`src/rtl/sirv_icb_rd_master.sv`:
```
// sirv_icb_rd_master: ICB read initiator that fetches word_cnt consecutive
// words starting at base_addr and streams them out through a small FIFO.
//
// Ports:
//   clk, rst_n                 clock, asynchronous active-low reset
//   start, base_addr, word_cnt transfer request (sampled when idle)
//   busy, done, err            transfer status (done is a one-cycle pulse,
//                              err is sticky until the next accepted start)
//   icb_cmd_*                  ICB command channel (read-only)
//   icb_rsp_*                  ICB response channel
//   out_valid/ready/data       output word stream (out_data = FIFO head)
//
// Commands are credit-limited: outstanding reads plus buffered words never
// exceed FD, so every response has a FIFO slot and icb_rsp_ready is held at 1.
`timescale 1ns/1ps

module sirv_icb_rd_master #(
   parameter int unsigned AW = 32,
   parameter int unsigned DW = 32,
   parameter int unsigned CW = 16,
   parameter int unsigned FD = 4
) (
   input  logic          clk,
   input  logic          rst_n,
   input  logic          start,
   input  logic [AW-1:0] base_addr,
   input  logic [CW-1:0] word_cnt,
   output logic          busy,
   output logic          done,
   output logic          err,
   output logic          icb_cmd_valid,
   input  logic          icb_cmd_ready,
   output logic [AW-1:0] icb_cmd_addr,
   output logic          icb_cmd_read,
   input  logic          icb_rsp_valid,
   output logic          icb_rsp_ready,
   input  logic          icb_rsp_err,
   input  logic [DW-1:0] icb_rsp_rdata,
   output logic          out_valid,
   input  logic          out_ready,
   output logic [DW-1:0] out_data
);

   localparam int unsigned PW   = $clog2(FD);
   localparam int unsigned NW   = PW + 1;
   localparam int unsigned SW   = NW + 1;
   localparam int unsigned STEP = DW / 8;

   typedef enum logic [1:0] {
      S_IDLE  = 2'd0,
      S_ISSUE = 2'd1,
      S_DRAIN = 2'd2
   } state_e;

   state_e        state_q, state_d;
   logic [AW-1:0] addr_q, addr_d;
   logic [CW-1:0] rem_q, rem_d;
   logic [NW-1:0] outst_q, outst_d;
   logic [NW-1:0] cnt_q, cnt_d;
   logic [PW-1:0] wptr_q, wptr_d;
   logic [PW-1:0] rptr_q, rptr_d;
   logic          busy_q, busy_d;
   logic          done_q, done_d;
   logic          err_q, err_d;
   logic          cmd_valid_q, cmd_valid_d;
   logic          out_valid_q, out_valid_d;
   logic          rsp_ready_q;
   logic [DW-1:0] mem_q [FD];

   logic cmd_fire;
   logic rsp_fire;
   logic push;
   logic pop;

   // Handshakes; responses outside a transfer (e.g. after a reset) are ignored.
   assign cmd_fire = cmd_valid_q & icb_cmd_ready;
   assign rsp_fire = icb_rsp_valid & rsp_ready_q & (state_q != S_IDLE);
   assign push     = rsp_fire & ~icb_rsp_err & ~err_q;
   assign pop      = out_valid_q & out_ready;

   // Next-state and registered-output logic.
   always_comb begin
      state_d     = state_q;
      addr_d      = addr_q;
      rem_d       = rem_q;
      err_d       = err_q;
      done_d      = 1'b0;
      outst_d     = outst_q + NW'(cmd_fire) - NW'(rsp_fire);
      cnt_d       = cnt_q + NW'(push) - NW'(pop);
      wptr_d      = push ? wptr_q + PW'(1) : wptr_q;
      rptr_d      = pop  ? rptr_q + PW'(1) : rptr_q;

      if (rsp_fire && icb_rsp_err) begin
         err_d = 1'b1;
      end

      case (state_q)
         S_IDLE: begin
            if (start) begin
               err_d = 1'b0;
               if (word_cnt != '0) begin
                  addr_d  = base_addr;
                  rem_d   = word_cnt;
                  outst_d = '0;
                  state_d = S_ISSUE;
               end else begin
                  done_d = 1'b1;
               end
            end
         end
         S_ISSUE: begin
            if (cmd_fire) begin
               addr_d = addr_q + AW'(STEP);
               rem_d  = rem_q - CW'(1);
            end
            // An error response stops issuing; remaining reads are abandoned.
            if (rsp_fire && icb_rsp_err) begin
               rem_d = '0;
            end
            if (rem_d == '0) begin
               state_d = S_DRAIN;
            end
         end
         S_DRAIN: begin
            if (outst_d == '0 && cnt_d == '0) begin
               state_d = S_IDLE;
               done_d  = 1'b1;
            end
         end
         default: begin
            state_d = S_IDLE;
         end
      endcase

      // Output flags are evaluated on next-cycle values so they are registered
      // and never depend combinationally on the ICB handshake inputs.
      busy_d      = (state_d != S_IDLE);
      cmd_valid_d = (state_d == S_ISSUE) && (rem_d != '0) &&
                    ((SW'(outst_d) + SW'(cnt_d)) < SW'(FD));
      out_valid_d = (cnt_d != '0);
   end

   // State and control registers.
   always_ff @(posedge clk or negedge rst_n) begin
      if (!rst_n) begin
         state_q     <= S_IDLE;
         addr_q      <= '0;
         rem_q       <= '0;
         outst_q     <= '0;
         cnt_q       <= '0;
         wptr_q      <= '0;
         rptr_q      <= '0;
         busy_q      <= 1'b0;
         done_q      <= 1'b0;
         err_q       <= 1'b0;
         cmd_valid_q <= 1'b0;
         out_valid_q <= 1'b0;
         rsp_ready_q <= 1'b0;
      end else begin
         state_q     <= state_d;
         addr_q      <= addr_d;
         rem_q       <= rem_d;
         outst_q     <= outst_d;
         cnt_q       <= cnt_d;
         wptr_q      <= wptr_d;
         rptr_q      <= rptr_d;
         busy_q      <= busy_d;
         done_q      <= done_d;
         err_q       <= err_d;
         cmd_valid_q <= cmd_valid_d;
         out_valid_q <= out_valid_d;
         rsp_ready_q <= 1'b1;
      end
   end

   // FIFO storage; contents are qualified by the pointers, so no reset needed.
   always_ff @(posedge clk) begin
      if (push) begin
         mem_q[wptr_q] <= icb_rsp_rdata;
      end
   end

   assign busy          = busy_q;
   assign done          = done_q;
   assign err           = err_q;
   assign icb_cmd_valid = cmd_valid_q;
   assign icb_cmd_addr  = addr_q;
   assign icb_cmd_read  = 1'b1;
   assign icb_rsp_ready = rsp_ready_q;
   assign out_valid     = out_valid_q;
   assign out_data      = mem_q[rptr_q];

endmodule

```
`config.mk`:
```
export PLATFORM = sky130hd
export DESIGN_NAME = sirv_icb_rd_master
export DESIGN_NICKNAME = d
export VERILOG_FILES = /design/src/rtl/sirv_icb_rd_master.sv
export SDC_FILE = /design/constraint.sdc
export NUM_CORES = 1
export LEC_CHECK = 0
export ABC_AREA = 1
export BUFFER_PORTS_ARGS = -buffer_cell sky130_fd_sc_hd__buf_4
export CAP_MARGIN = 10
export CORE_UTILIZATION = 45
export CTS_CLUSTER_DIAMETER = 30
export CTS_CLUSTER_SIZE = 40
export DETAILED_ROUTE_END_ITERATION = 8
export GPL_ROUTABILITY_DRIVEN = 0
export PLACE_DENSITY = 0.69
export SLEW_MARGIN = 40
export SYNTH_ARGS = -nofsm -noshare
export SYNTH_HDL_FRONTEND = slang
export SYNTH_SLANG_ARGS = --single-unit
```
`constraint.sdc`:
```
create_clock -name clk -period 2.82 [get_ports clk]
set_input_delay 0.141 -clock clk [delete_from_list [all_inputs] [get_ports clk]]
set_output_delay 0.141 -clock clk [all_outputs]
set_load 0.01 [all_outputs]
```
==> results of run 1 <==
sequential cells by signal, summed over array words and instances, names as in the netlist:
| name | cells |
|---|---|
| err | 1 |
| icb_cmd_valid | 1 |
| rptr_q | 2 |
| icb_rsp_ready | 1 |
| mem_q | 128 |
| busy | 1 |
| state_q | 2 |
| icb_cmd_addr | 32 |
| wptr_q | 2 |
| rem_q | 16 |
| done | 1 |
| out_valid | 1 |
| outst_q | 3 |
| cnt_q | 3 |
timing repair:
item / CTS / global route
hold buffers: 60 / 0
endpoints found under the setup margin: 1 / 4
pin swaps: 2 / 2
endpoints found under the hold margin: 221 / 0
cloned: 0 / 0
resized for setup: 3 / 5
where the power goes:
| group | total [µW] | internal (µW) | switching (µW) |
|---|---|---|---|
| Clock | 2420 | 1210 | 1200 |
| Sequential | 4030 | 3530 | 507 |
| Combinational | 5040 | 2040 | 3000 |
| Total | 11500 | 6780 | 4710 |
per-stage QoR:
stage | worst slack (ns) | cell area [µm²] | TNS (ns) | utilization
final | 0.136 | 12000 | 0 | 0.605
after global routing | -0.000601 | 12000 | -0.000601 | 0.605
after CTS | 0.00212 | 11900 | 0 | 0.603
after detailed placement | 0.00525 | 10700 | 0 | 0.542
after global placement | 0.164 | 10700 | 0 | 0.541
after floorplan | 0.112 | 9210 | 0 | -
per-layer routing:
| layer | vias up | routed length [µm] |
|---|---|---|
| met5 | - | 0 |
| met1 | 3623 | 9650 |
| met4 | 0 | 272 |
| li1 | 3727 | - |
| met2 | 260 | 11100 |
| met3 | 26 | 1530 |
cells in the mapped netlist (6+ instances only):
cell | count | area (µm²)
sky130_fd_sc_hd__ha_1 | 12 | 150
sky130_fd_sc_hd__nor4_1 | 8 | 50.1
sky130_fd_sc_hd__nand3_1 | 57 | 285
sky130_fd_sc_hd__nor3_1 | 12 | 60.1
sky130_fd_sc_hd__a22oi_1 | 9 | 67.6
sky130_fd_sc_hd__o21ai_1 | 16 | 80.1
sky130_fd_sc_hd__inv_1 | 93 | 349
sky130_fd_sc_hd__o22ai_1 | 40 | 250
sky130_fd_sc_hd__a31oi_1 | 6 | 37.5
sky130_fd_sc_hd__clkbuf_1 | 31 | 116
sky130_fd_sc_hd__nand4_1 | 14 | 87.6
sky130_fd_sc_hd__edfxtp_1 | 128 | 3840
sky130_fd_sc_hd__a21oi_1 | 9 | 45.0
sky130_fd_sc_hd__nand2_1 | 146 | 548
sky130_fd_sc_hd__xor2_1 | 11 | 96.3
sky130_fd_sc_hd__o221ai_1 | 7 | 61.3
sky130_fd_sc_hd__nor2_1 | 136 | 510
sky130_fd_sc_hd__o211ai_1 | 7 | 52.6
sky130_fd_sc_hd__o21ai_0 | 91 | 455
sky130_fd_sc_hd__dfrtp_1 | 66 | 1650
layout make-up:
cell class / count / area [µm²]
Fill cell: 1668 / 7820
Sequential cell: 194 / 5500
Multi-Input combinational cell: 621 / 3250
Timing Repair Buffer: 233 / 1910
Clock buffer: 17 / 425
Inverter: 98 / 368
Tap cell: 265 / 332
Clock inverter: 15 / 180
kinds of logic (layout without fill, tap and decap cells):
family                   after synthesis  after routing
AND/OR/NAND/NOR                      397            397
flip-flops                           194            194
AO/OA/AOI/OAI                        193            193
buffers and inverters                137            363
XOR/XNOR                              15             15
adder cells (fa/ha/maj)               14             14
other                                  1              2
how the worst max path moves through the flow:
stage | from | end | cells past startpoint
2_1_floorplan | state_q[1] | icb_cmd_valid | 14
3_3_place_gp | icb_rsp_ready | icb_cmd_valid | 14
3_5_place_dp | icb_rsp_ready | icb_cmd_valid | 14
4_1_cts | state_q[0] | icb_cmd_valid | 14
5_1_grt | state_q[0] | icb_cmd_valid | 14
6_report | state_q[0] | icb_cmd_valid | 14
tightest hold or removal path, delay by kind of cell:
kind | cells | cell delay [ns]
AO/OA/AOI/OAI | 1 | 0.11
buffers and inverters | 1 | 0.10
AND/OR/NAND/NOR | 1 | 0.08
==> impl_metrics.sql, run 1 <==
INSERT INTO impl_metrics (metric_group, metric, value, unit) VALUES
('timing', 'finalHoldViolations', '0', ''),
('worst_hold_path', 'type_of_the_worst_min_delay_path', 'in2reg', ''),
('final_layout', 'final_cells', '1443', ''),
('outcome', 'status', 'complete, no violations', ''),
('logic_synthesis', 'synthArstFlopShare', '0.340', ''),
('die', 'num_io_pins', '158', ''),
('cts', 'path_clk_slew', '0.08', 'ns'),
('timing', 'layout_min_cycle_time', '2.68', 'ns'),
('final_layout', 'most_common_cell_after_layout_fill_and_taps_aside', 'sky130_fd_sc_hd__buf_4', ''),
('global_route', 'globalRouteMet1Util', '0.283', ''),
('route', 'ant_nets', '0', ''),
('logic_synthesis', 'synth_edf_count', '128', ''),
('setup_path', 'timing.critical_path.from_type', 'flop', ''),
('setup_path', 'critical_path.reg2reg.startpoint', 'state_q[0]', ''),
('route', 'vias_per_cell', '5.29', ''),
('logic_synthesis', 'synth.area.mux_share', '0', ''),
('setup_path', 'cp-end-kind', 'flop', ''),
('power', 'power.ir.vdd_worst', '529', 'µV'),
('die', 'design.core.area', '19800', 'µm²'),
('timing', 'final-max-slew-violation-count', '0', ''),
('global_route', 'largest_net_degree_at_the_start_of_global_routing', '67', ''),
('logic_synthesis', 'yosys.area_share.simple', '0.189', ''),
('die', 'die_y', '145', 'µm'),
('setup_path', 'worst_path_maximum_fanout', '3', ''),
('global_route', 'grt.met3_usage', '0.0456', ''),
('logic_synthesis', 'area_fraction_in_compound_gates_after_synthesis', '0.121', ''),
('setup_path', 'cp_num_buf_inv', '2', ''),
('logic_synthesis', 'mapped_cells', '951', ''),
('setup_path', 'worstPathCellList', 'nor2_4 > nor2_4 > nand2_1 > ha_1 > inv_1 > ha_1 > inv_1 > fa_2 > xnor2_2 > xnor2_2 > ha_1 > nor3_2 > o21ai_1 > a21oi_1', ''),
('cts', 'clock_tree.root_cell', 'sky130_fd_sc_hd__clkbuf_16', ''),
('global_route', 'global_route.usage.total', '0.219', ''),
('route', 'totalWireLength', '22500', 'µm'),
('job', 'max_cap_violations', '0', ''),
('global_route', 'grt_pass1_vias', '7239', ''),
('placement', 'place_hpwl', '14400', 'µm'),
('timing', 'max_freq', '373', 'MHz'),
('global_route', 'antenna_violations_before_repair', '0', ''),
('setup_path', 'slowest_cell_on_the_critical_path', 'sky130_fd_sc_hd__dfrtp_1', ''),
('timing', 'timing_worst_slew_pin_value', '0.682', 'ns'),
('cts', 'clockBufferDepth', '2', ''),
('logic_synthesis', 'synthAdderAreaFrac', '0.0207', ''),
('die', 'start_util', '0.465', ''),
('route', 'route.detailed.wl_per_inst', '15.6', 'µm'),
('timing', 'fin_crit_sh', '0.952', ''),
('setup_path', 'critPathKind', 'reg2reg', ''),
('setup_path', 'critPathMostFrequentCell', 'sky130_fd_sc_hd__ha_1', ''),
('setup_path', 'r2r_end', 'icb_cmd_valid', ''),
('final_layout', 'antennaDiodeCount', '0', ''),
('logic_synthesis', 'synth_cell_types', '42', ''),
('power', 'cellPowerDensity', '961', 'nW/µm²'),
('cts', 'tritoncts', 'yes', ''),
('final_layout', 'share_of_layout_cells_above_drive_strength_1', '0.210', ''),
('logic_synthesis', 'syn_area', '9210', 'µm²'),
('cts', 'cts_buffers', '17', ''),
('setup_path', 'setup_slack_of_the_worst_register_to_register_path', '0.14', 'ns'),
('timing', 'final-setup-viol-count', '0', ''),
('die', 'die_span_in_x', '145', 'µm'),
('logic_synthesis', 'yosys.area_share.xor_xnor', '0.0143', ''),
('final_layout', 'layout.cells.most_common_list', '171 x sky130_fd_sc_hd__buf_4, 145 x sky130_fd_sc_hd__nand2_1, 131 x sky130_fd_sc_hd__nor2_1', ''),
('cts', 'clock_tree.htree_level_count', '4', ''),
('setup_path', 'cpPeakStageDelay', '0.42', 'ns'),
('die', 'dieArea', '21000', 'µm²'),
('timing', 'fin_hold_ws', '0.0241', 'ns'),
('route', 'drc', '0', ''),
('setup_path', 'arrival_time_at_the_worst_endpoint', '3.05', 'ns'),
('power', 'power', '11500', 'µW'),
('worst_hold_path', 'min-delay-start', 'start', ''),
('setup_path', 'data_required_critical_path', '3.18', 'ns'),
('worst_hold_path', 'holdPathStages', '3', ''),
('logic_synthesis', 'ys.warnings.count', '0', ''),
('route', 'detailroute.via_count', '7636', '');
Power figures use the tool's default switching activity.
==> run 2, diff against run 1 <==
--- a/config.mk
+++ b/config.mk
@@ -8,12 +8,12 @@
 export ABC_AREA = 1
 export BUFFER_PORTS_ARGS = -buffer_cell sky130_fd_sc_hd__buf_4
 export CAP_MARGIN = 10
-export CORE_UTILIZATION = 45
+export CORE_UTILIZATION = 51
 export CTS_CLUSTER_DIAMETER = 30
 export CTS_CLUSTER_SIZE = 40
 export DETAILED_ROUTE_END_ITERATION = 8
 export GPL_ROUTABILITY_DRIVEN = 0
-export PLACE_DENSITY = 0.69
+export PLACE_DENSITY = 0.76
 export SLEW_MARGIN = 40
 export SYNTH_ARGS = -nofsm -noshare
 export SYNTH_HDL_FRONTEND = slang
==> impl_metrics.sql, run 2 (synthesis gave the netlist of run 1 again) <==
INSERT INTO impl_metrics (metric_group, metric, value, unit) VALUES
('outcome', 'status', 'complete, no violations', ''),
('setup_path', 'worstPathCellList', 'nor2_2 > nor2_4 > nand2_2 > ha_1 > inv_1 > ha_1 > inv_1 > fa_2 > xnor2_2 > xnor2_2 > ha_1 > nor3_2 > o21ai_0 > a21oi_1', ''),
('power', 'power.clock.fraction', '0.216', ''),
('cts', 'cts_buffers', '17', ''),
('die', 'dieArea', '18600', 'µm²'),
('timing', 'max_freq', '375', 'MHz'),
('power', 'p_switching', '4660', 'µW'),
('final_layout', 'registers.top_by_ff_count', 'mem_q', ''),
('route', 'detailroute.via_count', '7649', ''),
('global_route', 'grt_first_pass_wirelength', '34600', 'µm'),
('cts', 'clock_tree.root_cell', 'sky130_fd_sc_hd__clkbuf_16', ''),
('route', 'vias_per_cell', '5.44', ''),
('final_layout', 'number_of_fill_cells_in_the_layout', '1341', ''),
('final_layout', 'most_common_cell_after_layout_fill_and_taps_aside', 'sky130_fd_sc_hd__buf_4', ''),
('setup_path', 'critPathMostFrequentCell', 'sky130_fd_sc_hd__ha_1', ''),
('die', 'start_util', '0.527', ''),
('cts', 'path_clk_slew', '0.08', 'ns'),
('die', 'placement_rows', '48', ''),
('placement', 'port_buffers', '156', ''),
('setup_path', 'slowest_cell_on_the_critical_path', 'sky130_fd_sc_hd__dfrtp_1', ''),
('timing', 'relSlewSlack', '0.573', ''),
('power', 'power.ir.vdd_worst', '502', 'µV'),
('timing', 'rsz_0062_raised_after_global_routing', 'false', ''),
('setup_path', 'critPathKind', 'reg2reg', ''),
('setup_path', 'cpPeakStageDelay', '0.41', 'ns'),
('timing', 'final-setup-viol-count', '0', ''),
('cts', 'tritoncts', 'yes', ''),
('power', 'switching_share', '0.401', ''),
('job', 'max_cap_violations', '0', ''),
('power', 'cellPowerDensity', '975', 'nW/µm²'),
('setup_path', 'cp-end-kind', 'flop', ''),
('setup_path', 'timing.critical_path.from_type', 'flop', ''),
('global_route', 'global_route.usage.total', '0.243', ''),
('final_layout', 'multiInputGateArea', '3240', 'µm²'),
('power', 'internal_power', '6970', 'µW'),
('setup_path', 'timing.critical_path.max_delay_family', 'adder cells', ''),
('setup_path', 'cp_num_buf_inv', '2', ''),
('timing', 'timing_worst_slew_pin_value', '0.641', 'ns'),
('final_layout', 'layout.cells.most_common_list', '175 x sky130_fd_sc_hd__buf_4, 144 x sky130_fd_sc_hd__nand2_1, 131 x sky130_fd_sc_hd__nor2_1', ''),
('final_layout', 'seqCellArea', '5500', 'µm²'),
('power', 'power', '11600', 'µW'),
('cts', 'clock_tree.htree_level_count', '4', ''),
('final_layout', 'largest_register_ff_count', '128', ''),
('cts', 'tritoncts_num_sinks', '194', ''),
('die', 'die_span_in_x', '136', 'µm'),
('power', 'comb_power_share', '0.434', ''),
('route', 'drc_marker_count_from_the_first_detailed_route_iteration', '457', ''),
('cts', 'clockBufferDepth', '2', ''),
('final_layout', 'layout-area-overhead-vs-synth', '29.5', '%'),
('route', 'route.detailed.wl_per_inst', '15.7', 'µm'),
('global_route', 'antenna_violations_before_repair', '1', ''),
('timing', 'fin_tns_setup', '0', 'ns'),
('worst_hold_path', 'type_of_the_worst_min_delay_path', 'in2reg', ''),
('route', 'ant_nets', '0', ''),
('cts', 'clock_insertion_delay_worst_skew', '0.43', 'ns'),
('placement', 'place_hpwl', '14400', 'µm'),
('setup_path', 'data_required_critical_path', '3.18', 'ns'),
('die', 'num_io_pins', '158', ''),
('route', 'drc', '0', ''),
('global_route', 'largest_net_degree_at_the_start_of_global_routing', '67', ''),
('final_layout', 'share_of_layout_cells_above_drive_strength_1', '0.212', ''),
('global_route', 'gr-total-overflow', '0', ''),
('timing', 'fin_crit_sh', '0.946', ''),
('route', 'drt_pass1_iterations', '5', ''),
('final_layout', 'nets', '1268', ''),
('global_route', 'grt_pass1_vias', '7229', ''),
('power', 'seqPwrFrac', '0.350', ''),
('die', 'die_y', '136', 'µm'),
('power', 'power_leakage', '0.00501', 'µW'),
('timing', 'finalHoldViolations', '0', ''),
('timing', 'final-max-slew-violation-count', '0', ''),
('setup_path', 'worst_path_maximum_fanout', '3', ''),
('timing', 'layout_min_cycle_time', '2.67', 'ns'),
('die', 'design.core.area', '17500', 'µm²'),
('setup_path', 'arrival_time_at_the_worst_endpoint', '3.03', 'ns'),
('route', 'totalWireLength', '22100', 'µm'),
('timing', 'fin_worst_skew', '0.0102', 'ns');
## run 2: what timing repair did
item,4_1_cts,5_1_grt
pin swaps,1,2
setup buffers,1,1
setup endpoints to repair,1,2
hold endpoints to repair,220,0
hold buffers,59,0
gates resized for setup,3,3
## run 2: per-layer routing
metal / wire [µm] / GRT usage
met5: 0 / 0
met4: 320 / 0.0796
met1: 9310 / 0.301
met3: 1410 / 0.0503
met2: 11000 / 0.424
## run 2: worst paths after layout
path / from / slack, ns / endpoint / cells after the start
setup reg to reg: state_q[0] / 0.15 / icb_cmd_valid / 14
hold / removal: base_addr[14] / 0.02 / icb_cmd_addr[14] / 3
hold reg to reg: icb_cmd_addr[1] / 0.50 / icb_cmd_addr[1] / 2
max in group asynchronous: rst_n / 2.05 / rptr_q[0] / 2
setup / recovery: state_q[0] / 0.15 / icb_cmd_valid / 14
min in group asynchronous: rst_n / 0.27 / icb_cmd_addr[10] / 2
## run 2: area by class of cell
cell class              count  area share
diodes                      1    0.000210
flip-flops and latches    194       0.461
clock inverters            15      0.0164
well taps                 225      0.0236
inverters                  98      0.0309
multi-input cells         621       0.272
clock buffers              17      0.0357
repair buffers            235       0.161
## run 2: stage by stage
step | worst slack, ns | hold slack [ns] | utilization | area, µm² | cells
after detailed placement | -0.0360 | 0.191 | 0.610 | 10700 | 1312
after CTS | 0.0491 | 0.00300 | 0.681 | 11900 | 1404
final | 0.151 | 0.0224 | 0.682 | 11900 | 1406
after global placement | 0.164 | 0.319 | 0.610 | 10700 | 1312
after floorplan | 0.112 | -0.155 | - | 9210 | 952
after global routing | 0.00179 | 0.0121 | 0.682 | 11900 | 1406
## run 2: power by group through the flow
stage	registers, µW	logic, µW	clock network (µW)
floorplan	4060	2960	0
global placement	4080	4710	0
detailed placement	4090	4820	0
CTS	4050	4970	2550
global route	4130	5620	2650
finish	4060	5050	2510
## run 2: tightest hold or removal path, stage by stage
cell                      delay [ns]
sky130_fd_sc_hd__buf_4          0.07
sky130_fd_sc_hd__o21ai_0        0.07
sky130_fd_sc_hd__o22ai_1        0.12
==> run 3, diff against run 2 <==
--- a/config.mk
+++ b/config.mk
@@ -8,12 +8,12 @@
 export ABC_AREA = 1
 export BUFFER_PORTS_ARGS = -buffer_cell sky130_fd_sc_hd__buf_4
 export CAP_MARGIN = 10
-export CORE_UTILIZATION = 51
+export CORE_UTILIZATION = 54
 export CTS_CLUSTER_DIAMETER = 30
 export CTS_CLUSTER_SIZE = 40
 export DETAILED_ROUTE_END_ITERATION = 8
 export GPL_ROUTABILITY_DRIVEN = 0
-export PLACE_DENSITY = 0.76
+export PLACE_DENSITY = 0.77
 export SLEW_MARGIN = 40
 export SYNTH_ARGS = -nofsm -noshare
 export SYNTH_HDL_FRONTEND = slang
==> constraint.sdc (replaced) <==
create_clock -name clk -period 2.7 [get_ports clk]
set_input_delay 0.135 -clock clk [delete_from_list [all_inputs] [get_ports clk]]
set_output_delay 0.135 -clock clk [all_outputs]
set_load 0.01 [all_outputs]
==> impl_metrics.sql, run 3 (synthesis gave the netlist of run 1 again) <==
INSERT INTO impl_metrics (metric_group, metric, value, unit) VALUES
('final_layout', 'final_area', '11900', 'µm²'),
('timing', 'layout_min_cycle_time', '2.56', 'ns'),
('final_layout', 'number_of_fill_cells_in_the_layout', '1219', ''),
('power', 'seqPwrFrac', '0.350', ''),
('power', 'internal_power', '7160', 'µW'),
('global_route', 'gr-total-overflow', '0', ''),
('die', 'die_y', '133', 'µm'),
('cts', 'path_clk_slew', '0.07', 'ns'),
('setup_path', 'timing.critical_path.from_type', 'flop', ''),
('timing', 'max_freq', '391', 'MHz'),
('final_layout', 'most_common_cell_after_layout_fill_and_taps_aside', 'sky130_fd_sc_hd__buf_4', ''),
('setup_path', 'data_required_critical_path', '3.05', 'ns'),
('timing', 'fin_tns_setup', '0', 'ns'),
('timing', 'timing_worst_slew_pin_value', '0.653', 'ns'),
('power', 'power_leakage', '0.00501', 'µW'),
('final_layout', 'registers.top_by_ff_count', 'mem_q', ''),
('cts', 'cts_buffers', '17', ''),
('global_route', 'global_route.usage.total', '0.260', ''),
('die', 'num_io_pins', '158', ''),
('global_route', 'grt_pass1_vias', '7320', ''),
('power', 'p_switching', '4860', 'µW'),
('die', 'die_span_in_x', '133', 'µm'),
('setup_path', 'arrival_time_at_the_worst_endpoint', '2.91', 'ns'),
('placement', 'place_ws', '-0.0154', 'ns'),
('final_layout', 'largest_register_ff_count', '128', ''),
('placement', 'placed_cells_incl_taps', '1305', ''),
('timing', 'fin_crit_sh', '0.948', ''),
('setup_path', 'critPathKind', 'reg2reg', ''),
('timing', 'final-setup-viol-count', '0', ''),
('route', 'route.detailed.wl_per_inst', '15.9', 'µm'),
('final_layout', 'layout.cells.most_common_list', '173 x sky130_fd_sc_hd__buf_4, 144 x sky130_fd_sc_hd__nand2_1, 131 x sky130_fd_sc_hd__nor2_1', ''),
('cts', 'clock_tree.root_cell', 'sky130_fd_sc_hd__clkbuf_16', ''),
('final_layout', 'antennaDiodeCount', '0', ''),
('power', 'power.ir.vdd_worst', '600', 'µV'),
('timing', 'postLayoutSetupSlackWorst', '0.141', 'ns'),
('job', 'max_cap_violations', '0', ''),
('final_layout', 'layout-area-overhead-vs-synth', '29.5', '%'),
('setup_path', 'cp-end-kind', 'flop', ''),
('setup_path', 'worstPathCellList', 'nor2_4 > nor2_4 > nand2_2 > ha_4 > inv_1 > ha_1 > inv_1 > fa_2 > xnor2_2 > xnor2_2 > ha_1 > nor3_2 > o21ai_1 > a21oi_1', ''),
('route', 'totalWireLength', '22300', 'µm'),
('setup_path', 'slowest_cell_on_the_critical_path', 'sky130_fd_sc_hd__dfrtp_1', ''),
('global_route', 'largest_net_degree_at_the_start_of_global_routing', '67', ''),
('cts', 'tritoncts_num_sinks', '194', ''),
('route', 'detailroute.via_count', '7692', ''),
('global_route', 'antenna_violations_before_repair', '0', ''),
('die', 'placement_rows', '47', ''),
('final_layout', 'utilization', '0.716', ''),
('setup_path', 'cpPeakStageDelay', '0.40', 'ns'),
('cts', 'clock_insertion_delay_worst_skew', '0.43', 'ns'),
('timing', 'relSlewSlack', '0.564', ''),
('power', 'comb_power_share', '0.443', ''),
('die', 'design.core.area', '16600', 'µm²'),
('global_route', 'grt_first_pass_wirelength', '35900', 'µm'),
('power', 'switching_share', '0.404', ''),
('timing', 'finalHoldViolations', '0', ''),
('route', 'drc_marker_count_from_the_first_detailed_route_iteration', '524', ''),
('cts', 'tritoncts', 'yes', ''),
('die', 'dieArea', '17600', 'µm²'),
('cts', 'clockBufferDepth', '2', ''),
('placement', 'detailed_place.area', '10700', 'µm²'),
('power', 'power.clock.fraction', '0.208', ''),
('placement', 'place_hpwl', '14200', 'µm'),
('route', 'drc', '0', ''),
('worst_hold_path', 'type_of_the_worst_min_delay_path', 'in2reg', ''),
('die', 'start_util', '0.553', ''),
('route', 'vias_per_cell', '5.49', ''),
('timing', 'fin_worst_skew', '0.0157', 'ns'),
('final_layout', 'nets', '1268', ''),
('timing', 'final-max-slew-violation-count', '0', ''),
('cts', 'clock_tree.htree_level_count', '4', ''),
('route', 'drt_pass1_iterations', '6', ''),
('outcome', 'status', 'complete, no violations', ''),
('final_layout', 'final_cells', '1400', ''),
('power', 'cellPowerDensity', '1010', 'nW/µm²'),
('final_layout', 'share_of_layout_cells_above_drive_strength_1', '0.213', ''),
('placement', 'port_buffers', '156', ''),
('setup_path', 'worst_path_maximum_fanout', '3', ''),
('route', 'ant_nets', '0', '');
==> run 3: layout make-up <==
class / instances / area [µm²] / share of cell area
clock buffers: 17 / 425 / 0.0357
inverters: 98 / 368 / 0.0309
clock inverters: 15 / 166 / 0.0140
multi-input cells: 621 / 3260 / 0.274
repair buffers: 235 / 1930 / 0.162
flip-flops and latches: 194 / 5500 / 0.461
well taps: 220 / 275 / 0.0231
==> run 3: per-layer routing <==
| layer | wire [µm] | part of all wire | vias up | GRT usage |
|---|---|---|---|---|
| met5 | 0 | 0 | - | 0 |
| met4 | 175 | 0.0078 | 0 | 0.0651 |
| met3 | 1660 | 0.074 | 16 | 0.0517 |
| met2 | 11200 | 0.50 | 278 | 0.449 |
| met1 | 9260 | 0.41 | 3681 | 0.336 |
| li1 | - | - | 3717 | - |
==> run 3: critical path, delay by kind of cell (launching register included) <==
family | cells | cell delay, ns
flip-flops | 1 | 0.40
AND/OR/NAND/NOR | 4 | 0.39
XOR/XNOR | 2 | 0.36
adder cells (fa/ha/maj) | 4 | 1.01
buffers and inverters | 2 | 0.10
AO/OA/AOI/OAI | 2 | 0.22
==> run 3: power groups by stage <==
stage	Clock [µW]	Sequential, µW	Combinational (µW)
2_1_floorplan	0	4250	3090
3_3_place_gp	0	4230	4930
3_5_place_dp	0	4240	5060
4_1_cts	2530	4180	5150
5_1_grt	2650	4270	5930
6_report	2500	4210	5320
==> run 3: metrics by stage <==
stage | hold slack (ns) | power [µW]
2_1_floorplan | -0.161 | 7340
3_3_place_gp | 0.301 | 9170
3_5_place_dp | 0.176 | 9300
4_1_cts | 0.00948 | 11900
6_report | 0.0204 | 12000
5_1_grt | 0.0188 | 12800
==> run 3: path summary, 6_finish.rpt <==
kind | from | endpoint | slack, ns | depth (start not counted)
setup / recovery | state_q[0] | icb_cmd_valid | 0.14 | 14
hold / removal | start | err | 0.02 | 3
setup reg to reg | state_q[0] | icb_cmd_valid | 0.14 | 14
hold reg to reg | icb_cmd_addr[1] | icb_cmd_addr[1] | 0.50 | 2
max in group asynchronous | rst_n | rptr_q[0] | 1.94 | 2
min in group asynchronous | rst_n | icb_cmd_addr[9] | 0.28 | 2
==> run 3: what timing repair did <==
action | in CTS | in global routing
resized for setup | 2 | 7
setup endpoints to repair | 1 | 4
pin swaps | 2 | 7
hold buffers | 60 | 0
setup buffers | 0 | 2
hold endpoints to repair | 221 | 0
